### config.mk
export PLATFORM = sky130hd
export DESIGN_NAME = mux2_rr_arbiter
export DESIGN_NICKNAME = d
export VERILOG_FILES = /design/src/rtl/mux_arb_pkg.sv /design/src/rtl/rr_grant2.sv /design/src/rtl/mux2_rr_arbiter.sv
export SDC_FILE = /design/constraint.sdc
export NUM_CORES = 1
export LEC_CHECK = 0
export BUFFER_PORTS_ARGS = -buffer_cell sky130_fd_sc_hd__buf_2
export CAP_MARGIN = 25
export CORE_AREA = 2 2 39 41
export DETAILED_ROUTE_END_ITERATION = 6
export DIE_AREA = 0 0 41 43
export HOLD_SLACK_MARGIN = 0.02
export PLACE_DENSITY_LB_ADDON = 0.08
export SETUP_SLACK_MARGIN = 0.5
export SYNTH_ARGS = -nofsm -noshare
export SYNTH_HDL_FRONTEND = slang
export SYNTH_SLANG_ARGS = --single-unit
export TNS_END_PERCENT = 20
### constraint.sdc
create_clock -name clk -period 3.25 [get_ports clk]
set_input_delay 0.325 -clock clk [delete_from_list [all_inputs] [get_ports clk]]
set_output_delay 0.325 -clock clk [all_outputs]
set_load 0.01 [all_outputs]
### src/rtl/mux_arb_pkg.sv
// rtl/mux_arb_pkg.sv - shared types and constants for the 2:1 round-robin mux arbiter
package mux_arb_pkg;

   // Output stage occupancy: EMPTY means Y holds no word, FULL means Y_valid is high
   typedef enum logic {
      ST_EMPTY = 1'b0,
      ST_FULL  = 1'b1
   } arb_state_e;

   // Grant encoding doubles as the mux select value driven on S
   localparam logic GNT_A = 1'b0;
   localparam logic GNT_B = 1'b1;

   localparam int DEFAULT_DATA_W = 8;

endpackage

### src/rtl/rr_grant2.sv
// rtl/rr_grant2.sv - combinational two-way round-robin grant
module rr_grant2
   import mux_arb_pkg::*;
(
   input  logic A_valid,
   input  logic B_valid,
   input  logic last_grant,
   output logic gnt,
   output logic any
);

   // Contention goes to the side that did not win last; a lone requester always wins
   always_comb begin
      any = A_valid | B_valid;
      gnt = GNT_A;
      if (A_valid && B_valid) begin
         gnt = ~last_grant;
      end else if (B_valid) begin
         gnt = GNT_B;
      end
   end

endmodule

### src/rtl/mux2_rr_arbiter.sv
// rtl/mux2_rr_arbiter.sv - round-robin 2:1 mux with one-entry registered output stage (optional MUX_ARB_STATS_EN grant counters)
module mux2_rr_arbiter
   import mux_arb_pkg::*;
#(
   parameter int DATA_W = DEFAULT_DATA_W
`ifdef MUX_ARB_STATS_EN
   ,
   parameter int CNT_W = 16
`endif
)
(
   input  logic              clk,
   input  logic              rst,
   input  logic              A_valid,
   input  logic [DATA_W-1:0] A,
   output logic              A_ready,
   input  logic              B_valid,
   input  logic [DATA_W-1:0] B,
   output logic              B_ready,
   output logic              S,
   output logic              Y_valid,
   output logic [DATA_W-1:0] Y,
   input  logic              Y_ready
`ifdef MUX_ARB_STATS_EN
   ,
   output logic [CNT_W-1:0]  cnt_A,
   output logic [CNT_W-1:0]  cnt_B
`endif
);

   arb_state_e state;
   arb_state_e state_next;
   logic       last_grant;
   logic       gnt;
   logic       any;
   logic       can_load;
   logic       load;

   rr_grant2 u_grant (
      .A_valid    (A_valid),
      .B_valid    (B_valid),
      .last_grant (last_grant),
      .gnt        (gnt),
      .any        (any)
   );

   // The stage can take a word when empty or when its current word leaves this cycle;
   // reset suppresses accepts so no handshake is reported while state is being cleared
   assign can_load = (state == ST_EMPTY) || Y_ready;
   assign load     = !rst && can_load && any;
   assign A_ready  = load && (gnt == GNT_A);
   assign B_ready  = load && (gnt == GNT_B);
   assign Y_valid  = (state == ST_FULL);

   // Occupancy state register
   always_ff @(posedge clk) begin
      if (rst) begin
         state <= ST_EMPTY;
      end else begin
         state <= state_next;
      end
   end

   // Next occupancy: a load always leaves the stage full; a drain without load empties it
   always_comb begin
      state_next = state;
      case (state)
         ST_EMPTY: begin
            if (load) begin
               state_next = ST_FULL;
            end
         end
         ST_FULL: begin
            if (load) begin
               state_next = ST_FULL;
            end else if (Y_ready) begin
               state_next = ST_EMPTY;
            end
         end
         default: state_next = ST_EMPTY;
      endcase
   end

   // Capture the granted word and its select; last_grant starts at B so A wins first contention
   always_ff @(posedge clk) begin
      if (rst) begin
         Y          <= '0;
         S          <= GNT_A;
         last_grant <= GNT_B;
      end else if (load) begin
         Y          <= (gnt == GNT_B) ? B : A;
         S          <= gnt;
         last_grant <= gnt;
      end
   end

`ifdef MUX_ARB_STATS_EN
   // Per-port accept counters, saturating at all-ones
   always_ff @(posedge clk) begin
      if (rst) begin
         cnt_A <= '0;
         cnt_B <= '0;
      end else begin
         if (A_ready && (cnt_A != '1)) begin
            cnt_A <= cnt_A + CNT_W'(1);
         end
         if (B_ready && (cnt_B != '1)) begin
            cnt_B <= cnt_B + CNT_W'(1);
         end
      end
   end
`endif

endmodule

; ---- Yosys cells after proc, flatten, opt, wreduce, memory -nomap -nowiden
; Index checks and enable logic that the tools add are counted.
[totals]
in_bits = 21
elab_cells = 22
mem_bits_rw = 0
reg_bits = 11
romBits = 0
n_memories = 0
latchBits = 0
out_inout_bits = 12
[op_classes]
n_eq_ne = 0
reduce_logical = 7
n_bitwise = 4
muxes = 7
n_lt_le_gt_ge = 0
n_addsub = 0
n_div = 0
mul = 0
shifts = 0
[op_table]
columns = cell, n
row1 = $mux 8, 1
row2 = $logic_and 1x1->1, 5
row3 = $mux 1, 5
row4 = $not 1->1, 3
row5 = $pmux 1 s2, 1
row6 = $logic_not 1->1, 1
row7 = $logic_or 1x1->1, 1
row8 = $or 1x1->1, 1

; ---- Logic depth before layout (Yosys ltp)
[logic_depth]
ltp_word = 6
ltp_mapped = 4
mapped_depth_nobuf = 3

; ---- Cells and area by module
; A second synthesis with hierarchy kept.
[hier_totals]
hier_cells = 53
hier_area_um2 = 579.3
[by_module_without_submodules]
columns = module, seq_area_each_um2, cells_per_inst, instances, area_each_um2
row1 = mux2_rr_arbiter, 220.2, 51, 1, 565.5
row2 = rr_grant2, 0.0, 2, 1, 13.8

; ---- Worst setup path after synthesis
; No wires, ideal clock.
[synth_path]
path_type = input to output
from = in Y_ready
to = out A_ready
path_buffers = 1
t_required_ns = 2.925
slack_ns = 1.954
stages = 4
t_arrival_ns = 0.971
cell_sequence = nand2b_1 > buf_2 > nand2_1 > nor3_1
[synth_via]
elab_chain_cells = 4
[synth_rtl]
columns = element, line
row1 = "start, declared", mux2_rr_arbiter.sv:23  ; input logic Y_ready
row2 = $logic_or 1x1->1, mux2_rr_arbiter.sv:49  ; assign can_load = (state == ST_EMPTY) || Y_ready;
row3 = $logic_and 1x1->1 (2 in series), mux2_rr_arbiter.sv:50  ; assign load = !rst && can_load && any;
row4 = $logic_and 1x1->1, mux2_rr_arbiter.sv:51  ; assign A_ready = load && (gnt == GNT_A);
row5 = "end, declared", mux2_rr_arbiter.sv:16  ; output logic A_ready,
; No other way between the ends.

; ---- Final worst setup path
[layout_path]
from = reg last_grant
to = out B_ready
[layout_via]
elab_chain_cells = 3
[layout_rtl]
columns = element, line
row1 = "start, declared", mux2_rr_arbiter.sv:33  ; logic last_grant;
row2 = "start signal, assigned", mux2_rr_arbiter.sv:93  ; last_grant <= gnt;
row3 = $not 1->1, rr_grant2.sv:17  ; gnt = ~last_grant;
row4 = $mux 1, rr_grant2.sv:16  ; if (A_valid && B_valid) begin
row5 = $logic_and 1x1->1, mux2_rr_arbiter.sv:52  ; assign B_ready = load && (gnt == GNT_B);
row6 = "end, declared", mux2_rr_arbiter.sv:19  ; output logic B_ready,
; No other way between the ends.

==> results.md <==
- Status: complete, no violations
- Pleak: 0.338 nW
- Layout Skew: 0.00208 ns
- Wire per inst: 12.6 µm
- Die X: 41 µm
- Post-synth EDFFs: 0
- Critical Path Source: last_grant
- Initial antenna violation count: 0
- First-pass GRT wire length: 1820 µm
- Worst Path Arrival: 1.56 ns
- Unrepaired setup endpoints after global routing: false
- Synth area leaders: dfxtp_1, mux2i_1, a211oi_1
- Cell variety after synth: 21
- Slew Limit Fails: 0
- Worst-Skew Late Latency: 0.26 ns
- Clk sinks: 11
- Fin. Hold Viols: 0
- GRT Total Usage: 14.9%
- Congestion Overflow GR: 0
- Die footprint: 1760 µm²
- Routed length on met3: 93 µm
- Most frequent cells after synthesis: dfxtp_1, a211oi_1, a31oi_1, mux2i_1, buf_6
- Mapped cell area: 539 µm²
- MaxCap Viol Count: 0
- Clock tree from TritonCTS: done
- CP endpoint: B_ready
- Drt pass-1 iters: 6
- Inserted Clock Buffers: 3
- Seq/Total Area, Yosys: 40.8%
- Die height: 43 µm
- Post-Syn Nets: 74
- Post-route DRC: 0
- Inserted Diodes: 0
- Top layer used by detailed routing: met3
- Main synth FF type: dfxtp_1
- Clock Tree Root: clkbuf_4
- Core Area: 1380 µm²
- Hold Crit Depth: 3
- Synth area leader: dfxtp_1
- # IOs: 33
- Cells after synthesis: 53
- Routed wire length: 1280 µm
- Cell Pwr Density: 442 nW/µm²
- WL met1: 607 µm
- Layout Nets: 107
- Fillers: 143
- Relative slew margins: 57.8%
- Vias per cell: 5.32
- Hold_buf cts: 0
- Tcrit/Tclk final: 58.1%
- Placed Area: 688 µm²
- Kind of critical path: register to output port
- Number of global-route vias before repair: 438
- Worst Tran Pin Value: 0.629 ns
- Top cell type's share of synthesized area: 40.8%
- I/O Buffers: 32
- Reg2reg end: Y[1]
- Vias post-DR: 537
- CP Capture Type: output port
- Initial core utilization: 39.0%
- Synth-to-Final Area Change: 32.5%
- Post-synthesis async set-or-reset flop share: 0%
- Worst Setup Start Kind: register
- Synthesized area per cell: 10.2 µm²
- Worst VDD drop: 0.208 mV
- Final Util: 51.6%
- Worst hold path type: input pin to register
- H-tree Lvls: 1
- Achievable clock frequency: 530 MHz
- R2R cell count: 3
- Setup TNS: 0 ns
- Cell with the most instances after synthesis: dfxtp_1
- Min cycle time layout: 1.89 ns
- Largest buffer count on any clock path: 2
- DP Wirelength: 935 µm
- Endpoints failing setup: 0
- Post-route antenna net violation count: 0
- Gpl congestion: 0.654
- Post_cts resized: 0
- Multi-input gate area in the final layout: 284 µm²
- YS warnings: 0
- Reg2reg setup slack: 1.90 ns
- Critical R2R Launch: last_grant
- DR WL met2: 576 µm
- Sequential standard cell area: 220 µm²
- Largest net degree at the start of global routing: 15
- First DRT Iteration DRCs: 8
- Req. time, crit path: 2.92 ns
- Synthesized flop and latch total: 11
- Worst-path clk slew: 0.07 ns
- Floorplan row count: 14
- Worst-path maximum fanout: 10
- Layout cell share with drive strength beyond 1: 45.9%
- Post-CTS Setup Repair Bufs: 0
- Design Area, Final: 714 µm²
## flip-flops by register name, summed over array words and instances, names as in the netlist
register	count
Y_valid	1
last_grant	1
Y	8
S	1
## final cells by class
cell class	count	share of cell area, %
Sequential cell	11	30.8
Timing Repair Buffer	32	22.4
Clock buffer	4	3.68
Tap cell	16	2.80
Multi-Input combinational cell	37	39.8
Inverter	1	0.525
## cell usage in the layout, fill, tap and decap left out
| cell type | count |
|---|---|
| inv_2 | 1 |
| dfxtp_1 | 11 |
| o21a_1 | 1 |
| nand2_1 | 1 |
| nand2b_1 | 1 |
| o31a_1 | 1 |
| a21boi_2 | 1 |
| buf_2 | 32 |
| a21oi_1 | 1 |
| a211oi_1 | 8 |
| a211o_1 | 1 |
| nor3_1 | 1 |
| a31oi_1 | 8 |
| mux2i_1 | 8 |
| nor3_2 | 1 |
| nor2b_1 | 1 |
| nor2_1 | 1 |
| or2_1 | 1 |
| clkbuf_4 | 3 |
| and4_4 | 1 |
| clkbuf_1 | 1 |
## per-layer routing
metal | track usage (%) | vias up
met1 | 20.8 | 245
li1 | - | 271
met5 | 0 | -
met4 | 6.00 | 0
met2 | 21.6 | 21
met3 | 3.14 | 0
## metrics by stage
step | total power, mW | setup WS (ns) | hold WS (ns) | std cells
floorplan | 0.200 | 1.95 | 0.419 | 53
global placement | 0.226 | 1.54 | 0.479 | 97
detailed placement | 0.226 | 1.52 | 0.476 | 97
CTS | 0.320 | 1.34 | 0.364 | 101
global route | 0.334 | 1.28 | 0.382 | 101
finish | 0.316 | 1.36 | 0.367 | 101
## worst min-delay path by stage
stage / startpoint / endpoint / slack [ns]
2_1_floorplan: rst / last_grant / 0.42
3_3_place_gp: last_grant / last_grant / 0.48
3_5_place_dp: last_grant / last_grant / 0.48
4_1_cts: B_valid / Y_valid / 0.36
5_1_grt: B_valid / Y_valid / 0.38
6_report: B_valid / Y_valid / 0.37
## cell families after synthesis
| family | after synthesis | share of synthesized area (%) |
|---|---|---|
| simple gates | 8 | 9.74 |
| mux | 8 | 14.8 |
| compound gates | 21 | 28.1 |
| flops | 11 | 40.8 |
| buf+inv | 5 | 6.49 |
## worst max-delay path, stage by stage (launching register included)
cell and delay [ns]:
dfxtp_1 0.32, a21boi_2 0.52, and4_4 0.32, buf_2 0.13
## report_power, final
group / internal [mW] / switching (mW) / total, mW
Sequential: 0.146 / 0.00538 / 0.151
Combinational: 0.0341 / 0.0372 / 0.0713
Clock: 0.0474 / 0.0462 / 0.0936
Total: 0.227 / 0.0888 / 0.316
(Power assumes the default switching activity.)
